**src/rtl/ternary_mac_sequencer.sv**
```systemverilog
// Sequences one shared ternary MAC over a weight array: load a vector, then one dot-product row per result.
// Optional macro TERNARY_SEQ_SATURATE_EN clamps each result to the signed BIT_WIDTH range.
module ternary_mac_sequencer #(
  parameter int MAX_IN_LEN  = 16,
  parameter int MAX_OUT_LEN = 8,
  parameter int BIT_WIDTH   = 8,
  parameter int ACC_W       = BIT_WIDTH + $clog2(MAX_IN_LEN)
) (
  input  logic                           clk,
  input  logic                           rst,
  input  logic                           start,
  input  logic                           abort,
  input  logic [$clog2(MAX_IN_LEN)-1:0]  cfg_in_len_m1,
  input  logic [$clog2(MAX_OUT_LEN)-1:0] cfg_out_len_m1,
  input  logic                           vec_valid,
  output logic                           vec_ready,
  input  logic [BIT_WIDTH-1:0]           vec_data,
  output logic [$clog2(MAX_OUT_LEN)-1:0] w_row,
  output logic [$clog2(MAX_IN_LEN)-1:0]  w_col,
  input  logic [1:0]                     w_data,
  output logic                           out_valid,
  input  logic                           out_ready,
  output logic [ACC_W-1:0]               out_data,
  output logic [$clog2(MAX_OUT_LEN)-1:0] out_row,
  output logic                           busy,
  output logic                           done
);
  localparam int IW = $clog2(MAX_IN_LEN);
  localparam int OW = $clog2(MAX_OUT_LEN);

  typedef enum logic [1:0] {IDLE, LOAD_VEC, COMPUTE, EMIT} state_t;

  state_t                   state_reg;
  logic [IW-1:0]            in_idx_reg;
  logic [OW-1:0]            out_idx_reg;
  logic [IW-1:0]            in_len_m1_reg;
  logic [OW-1:0]            out_len_m1_reg;
  logic signed [ACC_W-1:0]  acc_reg;
  logic [ACC_W-1:0]         out_data_reg;
  logic [OW-1:0]            out_row_reg;
  logic                     vec_ready_reg;
  logic                     out_valid_reg;
  logic                     done_reg;

  logic [BIT_WIDTH-1:0]     vbuf [MAX_IN_LEN];
  logic [MAX_IN_LEN-1:0]    wr_sel;
  logic                     vec_wr;

  logic [BIT_WIDTH-1:0]     elem;
  logic signed [ACC_W-1:0]  elem_ext;
  logic signed [ACC_W-1:0]  prod;
  logic signed [ACC_W-1:0]  sum_next;
  logic signed [ACC_W-1:0]  result_next;

  // abort wins over a simultaneous beat, so an aborted load never writes the buffer
  assign vec_wr = vec_ready_reg && vec_valid && !abort;

  for (genvar gi = 0; gi < MAX_IN_LEN; gi++) begin : g_wr_sel
    assign wr_sel[gi] = vec_wr && (in_idx_reg == IW'(gi));
  end

  always_ff @(posedge clk or posedge rst) begin
    if (rst) begin
      for (int i = 0; i < MAX_IN_LEN; i++) vbuf[i] <= '0;
    end else begin
      for (int i = 0; i < MAX_IN_LEN; i++) begin
        if (wr_sel[i]) vbuf[i] <= vec_data;
      end
    end
  end

  // 2'b10 is reserved and contributes nothing, same as 2'b00
  always_comb begin
    elem     = vbuf[in_idx_reg];
    elem_ext = {{(ACC_W-BIT_WIDTH){elem[BIT_WIDTH-1]}}, elem};
    case (w_data)
      2'b01:   prod = elem_ext;
      2'b11:   prod = -elem_ext;
      default: prod = '0;
    endcase
    sum_next = acc_reg + prod;
  end

`ifdef TERNARY_SEQ_SATURATE_EN
  localparam logic signed [ACC_W-1:0] SAT_MAX = ACC_W'((1 << (BIT_WIDTH-1)) - 1);
  localparam logic signed [ACC_W-1:0] SAT_MIN = ~SAT_MAX;
  always_comb begin
    if (sum_next > SAT_MAX)      result_next = SAT_MAX;
    else if (sum_next < SAT_MIN) result_next = SAT_MIN;
    else                         result_next = sum_next;
  end
`else
  assign result_next = sum_next;
`endif

  always_ff @(posedge clk or posedge rst) begin
    if (rst) begin
      state_reg      <= IDLE;
      in_idx_reg     <= '0;
      out_idx_reg    <= '0;
      in_len_m1_reg  <= '0;
      out_len_m1_reg <= '0;
      acc_reg        <= '0;
      out_data_reg   <= '0;
      out_row_reg    <= '0;
      vec_ready_reg  <= 1'b0;
      out_valid_reg  <= 1'b0;
      done_reg       <= 1'b0;
    end else begin
      done_reg <= 1'b0;
      if (abort) begin
        state_reg     <= IDLE;
        vec_ready_reg <= 1'b0;
        out_valid_reg <= 1'b0;
      end else begin
        case (state_reg)
          IDLE: begin
            if (start) begin
              in_len_m1_reg  <= cfg_in_len_m1;
              out_len_m1_reg <= cfg_out_len_m1;
              in_idx_reg     <= '0;
              out_idx_reg    <= '0;
              vec_ready_reg  <= 1'b1;
              state_reg      <= LOAD_VEC;
            end
          end
          LOAD_VEC: begin
            if (vec_valid) begin
              if (in_idx_reg == in_len_m1_reg) begin
                in_idx_reg    <= '0;
                acc_reg       <= '0;
                vec_ready_reg <= 1'b0;
                state_reg     <= COMPUTE;
              end else begin
                in_idx_reg <= in_idx_reg + IW'(1);
              end
            end
          end
          COMPUTE: begin
            acc_reg <= sum_next;
            if (in_idx_reg == in_len_m1_reg) begin
              out_data_reg  <= result_next;
              out_row_reg   <= out_idx_reg;
              out_valid_reg <= 1'b1;
              state_reg     <= EMIT;
            end else begin
              in_idx_reg <= in_idx_reg + IW'(1);
            end
          end
          EMIT: begin
            if (out_ready) begin
              out_valid_reg <= 1'b0;
              if (out_idx_reg == out_len_m1_reg) begin
                done_reg  <= 1'b1;
                state_reg <= IDLE;
              end else begin
                out_idx_reg <= out_idx_reg + OW'(1);
                in_idx_reg  <= '0;
                acc_reg     <= '0;
                state_reg   <= COMPUTE;
              end
            end
          end
          default: state_reg <= IDLE;
        endcase
      end
    end
  end

  assign vec_ready = vec_ready_reg;
  assign out_valid = out_valid_reg;
  assign out_data  = out_data_reg;
  assign out_row   = out_row_reg;
  assign done      = done_reg;
  assign busy      = (state_reg != IDLE);
  assign w_row     = out_idx_reg;
  assign w_col     = in_idx_reg;
endmodule
```
**config.mk**
```make
export PLATFORM = sky130hd
export DESIGN_NAME = ternary_mac_sequencer
export DESIGN_NICKNAME = d
export VERILOG_FILES = /design/src/rtl/ternary_mac_sequencer.sv
export SDC_FILE = /design/constraint.sdc
export NUM_CORES = 1
export LEC_CHECK = 0
export ABC_AREA = 1
export CORE_MARGIN = 2
export CORE_UTILIZATION = 58
export CTS_BUF_LIST = sky130_fd_sc_hd__clkbuf_8 sky130_fd_sc_hd__clkbuf_16
export CTS_CLUSTER_DIAMETER = 150
export DETAILED_ROUTE_END_ITERATION = 8
export DONT_BUFFER_PORTS = 1
export PLACE_DENSITY = 0.77
export SLEW_MARGIN = 10
export SYNTH_ARGS = -nofsm -noshare
export SYNTH_HDL_FRONTEND = slang
export SYNTH_SLANG_ARGS = --single-unit
```
**constraint.sdc**
```tcl
create_clock -name clk -period 5.8 [get_ports clk]
set_clock_uncertainty 0.05 [all_clocks]
set_input_delay 0.87 -clock clk [delete_from_list [all_inputs] [get_ports clk]]
set_output_delay 0.87 -clock clk [all_outputs]
set_load 0.03 [all_outputs]
```
==> results of run 1 <==
## metrics by stage
step / hold slack [ns] / std cells / worst slack (ns) / power [W]
2_1_floorplan: 0.3978 / 1150 / 0.1632 / 0.002570
3_3_place_gp: 0.4129 / 1288 / 1.677 / 0.002777
3_5_place_dp: 0.4176 / 1288 / 1.582 / 0.002810
4_1_cts: 0.4279 / 1318 / 1.573 / 0.003884
5_1_grt: 0.4521 / 1318 / 1.049 / 0.004128
6_report: 0.4027 / 1318 / 1.520 / 0.003881
## layout make-up
| class | count | area share |
|---|---|---|
| Sequential cell | 174 | 0.4581 |
| Clock inverter | 13 | 0.01263 |
| Timing Repair Buffer | 5 | 0.003948 |
| Clock buffer | 17 | 0.04475 |
| Inverter | 124 | 0.05080 |
| Multi-Input combinational cell | 797 | 0.4050 |
| Tap cell | 188 | 0.02474 |
## cells in the final DEF (no fill, tap or decap), types with 8 or more instances in the layout
cell type	instances
a21oi_1	14
clkbuf_16	17
dfrtp_1	173
ha_1	21
inv_1	121
nand2_1	386
nand2_2	8
nand3_1	68
nor2_1	43
o21ai_0	178
o21ai_1	8
o22ai_1	9
xnor2_1	8
xor2_1	11
## worst max-delay path: cells and delay by family (launching register included)
| kind | cells | cell delay (ns) |
|---|---|---|
| buffers and inverters | 3 | 0.55 |
| AOI/OAI and AO/OA | 7 | 0.93 |
| and+or+nand+nor | 14 | 1.14 |
| DFF | 1 | 0.90 |
| adders and majority gates | 2 | 0.58 |
## worst max path at each step
stage	start	to	slack (ns)
2_1_floorplan	rst	acc_reg[0]$_DFFE_PP0P_	0.16
3_3_place_gp	w_col[0]$_DFFE_PP0P_	out_data[11]$_DFFE_PP0P_	1.68
3_5_place_dp	w_col[0]$_DFFE_PP0P_	out_data[11]$_DFFE_PP0P_	1.58
4_1_cts	w_col[0]$_DFFE_PP0P_	out_data[11]$_DFFE_PP0P_	1.57
5_1_grt	w_col[0]$_DFFE_PP0P_	acc_reg[11]$_DFFE_PP0P_	1.05
6_report	w_col[0]$_DFFE_PP0P_	out_data[11]$_DFFE_PP0P_	1.52
## power groups by stage
stage | logic (W) | registers [W] | clock network (W)
after floorplan | 0.000915 | 0.00166 | 0
after global placement | 0.00108 | 0.00170 | 0
after detailed placement | 0.00111 | 0.00170 | 0
after CTS | 0.00111 | 0.00168 | 0.00109
after global routing | 0.00128 | 0.00171 | 0.00114
final | 0.00112 | 0.00168 | 0.00108
## layer usage
layer  wire, um  share of wire  up-vias  track usage
li1           -              -     3592            -
met1       9767           0.47     3436       0.3877
met2       9258           0.44      238       0.4036
met3       1283          0.062       40      0.05988
met4        495          0.024        0       0.1023
met5          0              0        -            0
## cell families after synthesis
kind of cell	Yosys count	synth area share
flip-flops	174	0.4833
AO/OA/AOI/OAI	224	0.1303
adder cells (fa/ha/maj)	22	0.03139
buffers and inverters	179	0.08931
XOR/XNOR	19	0.01847
multiplexers	7	0.008750
AND/OR/NAND/NOR	525	0.2385
==> metrics.txt, run 1 <==
Internal=between 0.002 and 0.0025 W; ys async rst share=1.000; sequential fraction of design power=0.434; EDFF count, synth=0; Top FF cell, synth=dfrtp_1; Largest register FFs=128; first-pass GRT wire length=35.05 mm; NetSw=0.001480 W; H-tree Lvls=4; Power Dens Cells=408.3 nW/um^2; TritonCTS clock tree=done; TNS Setup=0 ns; CP max stage delay=about 0.9 ns; critical path endpoint category=flip-flop; Vias/cell=around 5.5; Clock power frac=0.279; die height=128.6 um; GPL Wtd Cong=0.8869; CTS Sinks=around 170; 1st-pass router iterations=5; row cnt=45; Vias=7306; fin area=approximately 9500 sq um; Distinct cells, synth=41; post-synthesis net count=1195; largest area contributor in the netlist=dfrtp_1; Slowest-stage cell, CP=dfrtp_2; Max VDD drop=251.7 uV; min-delay worst type=in2async; DRT antenna net count=0; worst slew pin tran=around 1.0 ns; # Post-CTS Setup Buffers=0; Sw Share=0.3812; count of final setup violators=0; most used cell, CP=nand2_1; max-cap violations=0; multi-input combinational cell area=3850 sq um; flip-flop and latch area=4355 sq um; max-slew violations=0; Post-Route WL=roughly 21 mm; r2r startpoint=w_col[0]$_DFFE_PP0P_; io pins=49; clock root buffer=clkbuf_16; Critical Path AT=4.56 ns; top fanout value on the critical path=29; Worst-path clk slew=0.08 ns; antenna cell count=0; Final nets=1164; vias in the first global route=7037; Mapped Area=9009 sq um; Detailed Route Iter0 Violations=roughly 830; initial antenna violation count=0; Clock Tree Buf Depth=2; fill count=1334; total grt overflow=0; DP HPWL=13.75 mm; worst reg-to-reg path cell count=26; clock latency on the worst-skew pair=~0.44 ns; Post-synth top cells=386 x nand2_1, 178 x o21ai_0, 174 x dfrtp_1; worst path required time=6.08 ns; RR Endpoint=out_data[11]$_DFFE_PP0P_; final worst path period share=0.7379; Synth top area share=0.4833; Max-slew headroom=0.3120; Die Area=16540 sq um; Warnings, synthesis=0; R2R Setup Slk=1.52 ns; DRC violation count after routing=0; Setup crit start kind=flip-flop; fraction of layout cells with a size suffix above 1=0.05929; Setup CP Type=reg2reg; Final Hold Vio Count=0; post-cts gate resize count=0; largest cells by area after synthesis=dfrtp_1 48%, nand2_1 16%, o21ai_0 9.9%; wire per inst=15.79 um; placed cell areas=approximately 9000 sq um; total CTS buffers=17; syn_area_per_cell=7.834 sq um; FMAX=233.7 MHz; status=completed; flops & latches, synth=174; RSZ-0062 raised after global routing=false; Hold Buf Count CTS=0; Core ar.=roughly 15000 sq um; min Tclk post-route=4.280 ns; die width=128.6 um; combinational power share=0.288; largest net degree at the start of global routing=85; post-synthesis sequential area ratio=0.4833; most common cell in the netlist=nand2_1; Port Buffer Count=0; GRT Total Usage=0.2694; Finished Core Util=0.6254; P&R area growth vs syn=5.528%; post-synthesis instance total=1150; Leak=4.650 nW; Initial Util=0.5926
Note: power is estimated with default switching activity, not from simulation.
==> run 2: changes to the inputs <==
--- a/config.mk
+++ b/config.mk
@@ -7,7 +7,7 @@
 export LEC_CHECK = 0
 export ABC_AREA = 1
 export CORE_MARGIN = 2
-export CORE_UTILIZATION = 58
+export CORE_UTILIZATION = 60
 export CTS_BUF_LIST = sky130_fd_sc_hd__clkbuf_8 sky130_fd_sc_hd__clkbuf_16
 export CTS_CLUSTER_DIAMETER = 150
 export DETAILED_ROUTE_END_ITERATION = 8
==> constraint.sdc (replaced) <==
create_clock -name clk -period 4.2 [get_ports clk]
set_clock_uncertainty 0.05 [all_clocks]
set_input_delay 0.63 -clock clk [delete_from_list [all_inputs] [get_ports clk]]
set_output_delay 0.63 -clock clk [all_outputs]
set_load 0.03 [all_outputs]
==> metrics.txt, run 2 (synthesis results as in run 1) <==
Max VDD drop=413.9 uV; clock latency on the worst-skew pair=between 0.4 and 0.5 ns; Clock Tree Buf Depth=2; combinational power share=0.287; Finished Core Util=0.6605; 1st-pass router iterations=5; max-cap violations=0; total grt overflow=0; status=completed; Core ar.=14590 sq um; worst slew pin tran=1.017 ns; Initial Util=0.6175; RR Endpoint=acc_reg[11]$_DFFE_PP0P_; fill count=about 1200; final cell count without fillers=1327; CTS Sinks=174; Placed Instances=1295; Detailed Route Iter0 Violations=600; sequential fraction of design power=0.429; RSZ-0062 raised after global routing=false; worst path required time=roughly 4.5 ns; Largest register FFs=about 130; Hold Buf Count CTS=0; TNS Setup=0 ns; Worst-path clk slew=0.07 ns; Final nets=1175; commonest cells after routing, fill and taps aside=386 x nand2_1, 178 x o21ai_0, 173 x dfrtp_1; fin area=9635 sq um; die height=roughly 130 um; P&R area growth vs syn=6.958%; DP HPWL=13.98 mm; first-pass GRT wire length=36.05 mm; commonest non-fill, non-tap cell in the layout=nand2_1; DRC violation count after routing=0; worst reg-to-reg path cell count=25; Final Hold Vio Count=0; Sw Share=0.3801; Clock power frac=0.284; H-tree Lvls=4; top fanout value on the critical path=65; Setup CP Type=reg2reg; antenna cell count=0; Die Area=16010 sq um; Setup crit start kind=flip-flop; critical path endpoint category=flip-flop; initial antenna violation count=0; placed cell areas=9062 sq um; Power Dens Cells=562.5 nW/um^2; r2r startpoint=w_col[0]$_DFFE_PP0P_; die width=126.5 um; final worst path period share=0.9098; post-cts gate resize count=0; io pins=49; hold slack=roughly 0.15 ns; Leak=4.721 nW; count of final setup violators=0; Internal=about 0.0034 W; Port Buffer Count=0; Vias/cell=5.587; Max-slew headroom=0.3186; FMAX=around 260 MHz; TritonCTS clock tree=done; min Tclk post-route=3.821 ns; largest net degree at the start of global routing=73; Critical Path AT=4.10 ns; vias in the first global route=7083; row cnt=44; wire per inst=15.83 um; clock root buffer=clkbuf_16; fraction of layout cells with a size suffix above 1=0.06999; Post-Route WL=21.01 mm; max-slew violations=0; GPL Wtd Cong=~0.91; DRT antenna net count=0; NetSw=0.002060 W; Vias=7414; # Post-CTS Setup Buffers=0; total CTS buffers=17; GRT Total Usage=0.2808; R2R Setup Slk=0.38 ns; min-delay worst type=in2async
## run 2: changes by cell type in the layout (fill, tap and decap cells not counted)
cell	before	now
clkbuf_8	0	1
inv_8	1	2
buf_12	0	2
inv_6	4	3
dfrtp_2	1	0
buf_4	5	14
dfrtp_4	0	1
clkinvlp_4	4	5
## run 2: worst max path at each step
stage | start | endpoint
5_1_grt | w_col[0]$_DFFE_PP0P_ | acc_reg[11]$_DFFE_PP0P_
3_5_place_dp | w_col[0]$_DFFE_PP0P_ | acc_reg[11]$_DFFE_PP0P_
2_1_floorplan | w_col[3]$_DFFE_PP0P_ | acc_reg[11]$_DFFE_PP0P_
3_3_place_gp | w_col[0]$_DFFE_PP0P_ | out_data[11]$_DFFE_PP0P_
4_1_cts | w_col[0]$_DFFE_PP0P_ | acc_reg[11]$_DFFE_PP0P_
6_report | w_col[0]$_DFFE_PP0P_ | acc_reg[11]$_DFFE_PP0P_
## run 2: power by group through the flow
stage / clock (W) / sequential (W) / combinational, W
final: 0.00154 / 0.00233 / 0.00156
after global routing: 0.00162 / 0.00236 / 0.00178
after CTS: 0.00155 / 0.00232 / 0.00155
after detailed placement: 0 / 0.00235 / 0.00154
after global placement: 0 / 0.00234 / 0.00149
after floorplan: 0 / 0.00229 / 0.00126
## run 2: final cells by class
cell class / instances / area [sq um] / area share
clock buffer: 18 / 439.2 / 0.04558
timing repair buffer: 16 / 145.1 / 0.01506
clock inverter: 14 / 131.4 / 0.01363
tap: 184 / 230.2 / 0.02389
sequential: 174 / 4358 / 0.4523
inverter: 124 / 481.7 / 0.04999
multi-input combinational: 797 / 3850 / 0.3996
## run 2: worst max-delay path, cell delays in order (launching register included)
cell	delay (ns)
dfrtp_4	0.64
inv_12	0.29
nor2_1	0.06
o21ai_0	0.16
nand2_1	0.07
nand2_1	0.08
inv_1	0.05
nand2_1	0.10
inv_1	0.07
ha_1	0.23
nand2_1	0.08
nand2_1	0.06
o21ai_0	0.14
a21oi_1	0.07
ha_1	0.37
a21oi_1	0.21
o21ai_0	0.10
a21oi_1	0.18
o21ai_0	0.16
nand2_1	0.08
nand2_1	0.05
a21o_1	0.16
inv_1	0.06
nand2_1	0.06
nand3_1	0.06
nand2_1	0.05
## run 2: per-layer routing
layer | share of wire | up-vias | GRT usage
li1 | - | 3625 | -
met1 | 0.46 | 3533 | 0.4081
met2 | 0.46 | 224 | 0.4366
met3 | 0.057 | 32 | 0.05061
met4 | 0.017 | 0 | 0.08209
met5 | 0 | - | 0
## run 2: stage by stage
| step | worst slack [ns] | power (W) |
|---|---|---|
| floorplan | 0.7503 | 0.003550 |
| global placement | 0.4027 | 0.003835 |
| detailed placement | 0.3491 | 0.003887 |
| CTS | 0.3108 | 0.005424 |
| global route | 0.01482 | 0.005765 |
| finish | 0.3789 | 0.005420 |
==> run 3: changes to the inputs <==
--- a/config.mk
+++ b/config.mk
@@ -5,8 +5,6 @@
 export SDC_FILE = /design/constraint.sdc
 export NUM_CORES = 1
 export LEC_CHECK = 0
-export ABC_AREA = 1
-export CORE_MARGIN = 2
 export CORE_UTILIZATION = 60
 export CTS_BUF_LIST = sky130_fd_sc_hd__clkbuf_8 sky130_fd_sc_hd__clkbuf_16
 export CTS_CLUSTER_DIAMETER = 150
==> metrics.txt, run 3 <==
Final Hold Vio Count=0; die height=122.4 um; worst path required time=4.50 ns; complex-gate fraction of the synthesized area=0.07018; worst slew pin tran=0.9796 ns; min Tclk post-route=4.151 ns; initial antenna violation count=0; Critical Path AT=4.46 ns; max-cap violations=0; GPL Wtd Cong=0.9028; top cell family by delay on the critical path=compound AO/OA/AOI/OAI gates; Slowest-stage cell, CP=mux4_1; largest area contributor in the netlist=dfrtp_1; status=completed; mux cell area share after synthesis=0.2790; Warnings, synthesis=0; Detailed Route Iter0 Violations=308; Post-synth top cells=174 x dfrtp_1, 138 x mux2_2, 45 x nand2_1; WP buf/inv=3; Max-slew headroom=0.3445; CP max stage delay=0.55 ns; commonest cells after routing, fill and taps aside=172 x dfrtp_1, 138 x mux2_2, 44 x nand2_1; r2r startpoint=w_col[0]$_DFFE_PP0P_; 1st-pass router iterations=4; Core ar.=13990 sq um; total grt overflow=0; Vias=5419; TritonCTS clock tree=done; Setup crit start kind=flip-flop; top fanout value on the critical path=8; Power Dens Cells=535.7 nW/um^2; top sig layer=met4; post-synthesis instance total=about 660; DRT antenna net count=0; first-pass GRT wire length=29.77 mm; routed length on met3=between 800 and 900 um; clock latency on the worst-skew pair=0.43 ns; P&R area growth vs syn=12.97%; DP HPWL=12.53 mm; post-synthesis net count=708; syn_area_per_cell=13.12 sq um; DRC violation count after routing=0; Mapped Area=about 8700 sq um; Synth top area share=0.5004; Top FF cell, synth=dfrtp_1; post-synthesis xor/xnor area fraction=0.02373; io pins=slightly below 50; total CTS buffers=17; Setup CP Type=reg2reg; met2 WL=9.364 mm; Hold Buf Count CTS=0; largest net degree at the start of global routing=between 100 and 150; largest cells by area after synthesis=dfrtp_1 50%, mux2_2 18%, mux4_2 6.7%; count of final setup violators=0; crit-path cells=buf_12, mux4_1, a22o_1, a221oi_4, buf_6, nand2_1, o21ai_2, xnor2_1, nor2_1, ha_1, a21o_1, a31o_4, a311o_1, buf_4, nand2_2, xnor3_1, o21ai_1; max-slew violations=0; Post-Route WL=18.31 mm; Max VDD drop=337.9 uV; CTS Sinks=174; row cnt=43; PnR Total Power=between 0.005 and 0.006 W; Leak=between 4 and 5 nW; Die Area=14990 sq um; clock root buffer=clkbuf_16; Worst-path clk slew=0.06 ns; Final nets=roughly 730; die width=between 100 and 150 um; Clock Tree Buf Depth=2; main combinational cell family by area after synthesis=multiplexers; Initial Util=0.6220; EDFF count, synth=0; RSZ-0062 raised after global routing=true; Port Buffer Count=0; critical path endpoint category=flip-flop; ys async rst share=1.000; commonest non-fill, non-tap cell in the layout=dfrtp_1; Post-Synth Simple-Gate Area=0.06644; met1 WL=about 7.8 mm; Synth Area in Adders=0.03250; Vias/cell=6.186; Largest register FFs=128; Distinct cells, synth=52; GRT Total Usage=0.2652; min-delay worst type=in2async; FMAX=240.9 MHz; fraction of layout cells with a size suffix above 1=0.3779; antenna cell count=0; flops & latches, synth=about 170; final worst path period share=0.9884; H-tree Lvls=4; vias in the first global route=5680; most common cell in the netlist=dfrtp_1; post-synthesis sequential area ratio=0.5004; Crit. Startpoint=w_col[0]$_DFFE_PP0P_; TNS Setup=0 ns; wire per inst=20.91 um
[run 3: logic make-up after synthesis]
group / count (synthesis)
simple gates: 128
buf+inv: 51
fa+ha+maj: 22
xor+xnor: 22
compound gates: 84
flops: 174
mux: 182
[run 3: power by group]
part           switching (W)  leakage, nW  internal (W)  total, W
Clock               0.000654        0.267      0.000846   0.00150
Combinational       0.000820         1.94      0.000834   0.00165
Sequential          0.000241         2.38       0.00187   0.00211
[run 3: routing by layer]
| layer | track usage | up-vias |
|---|---|---|
| li1 | - | 2444 |
| met3 | 0.06273 | 28 |
| met4 | 0.08079 | 0 |
| met2 | 0.4456 | 125 |
| met5 | 0 | - |
| met1 | 0.3417 | 2822 |
[run 3: timing repair]
item                                    in CTS  in global routing
gates resized for setup                      1                 27
pin swaps                                    0                 20
gates cloned                                 0                  1
buffers inserted                             0                 12
endpoints found under the setup margin       1                  8
[run 3: worst paths after layout]
| path | slack (ns) | cells past startpoint | end |
|---|---|---|---|
| min reg2reg | 0.45 | 2 | acc_reg[9]$_DFFE_PP0P_ |
| max | 0.05 | 17 | out_data[11]$_DFFE_PP0P_ |
| max reg2reg | 0.05 | 17 | out_data[11]$_DFFE_PP0P_ |
| max in group asynchronous | 3.35 | 2 | vbuf[13]$_DFFE_PP0P_ |
| min | 0.19 | 2 | in_len_m1_reg[0]$_DFFE_PP0P_ |
| min in group clk | 0.21 | 1 | state_reg[0]$_DFFE_PP0P_ |
[run 3: cell type report]
type | instances | area (sq um)
Timing Repair Buffer | 34 | 334.1
Fill cell | 960 | 4159
Multi-Input combinational cell | 438 | 4272
Clock buffer | 19 | 452.9
Inverter | 18 | 71.32
Sequential cell | 174 | 4357
Clock inverter | 13 | 117.6
Tap cell | 180 | 225.2
[run 3: stage by stage]
step	cell area, sq um	hold slack, ns	util	instances	worst slack (ns)
6_report	9829	0.1900	0.7027	876	0.04860
5_1_grt	9829	0.1918	0.7027	876	-0.1070
4_1_cts	9587	0.1909	0.6853	863	0.007346
3_5_place_dp	9005	0.4310	0.6437	831	0.02892
3_3_place_gp	9005	0.4262	0.6437	831	0.1372
2_1_floorplan	8756	0.4051	-	663	0.05301
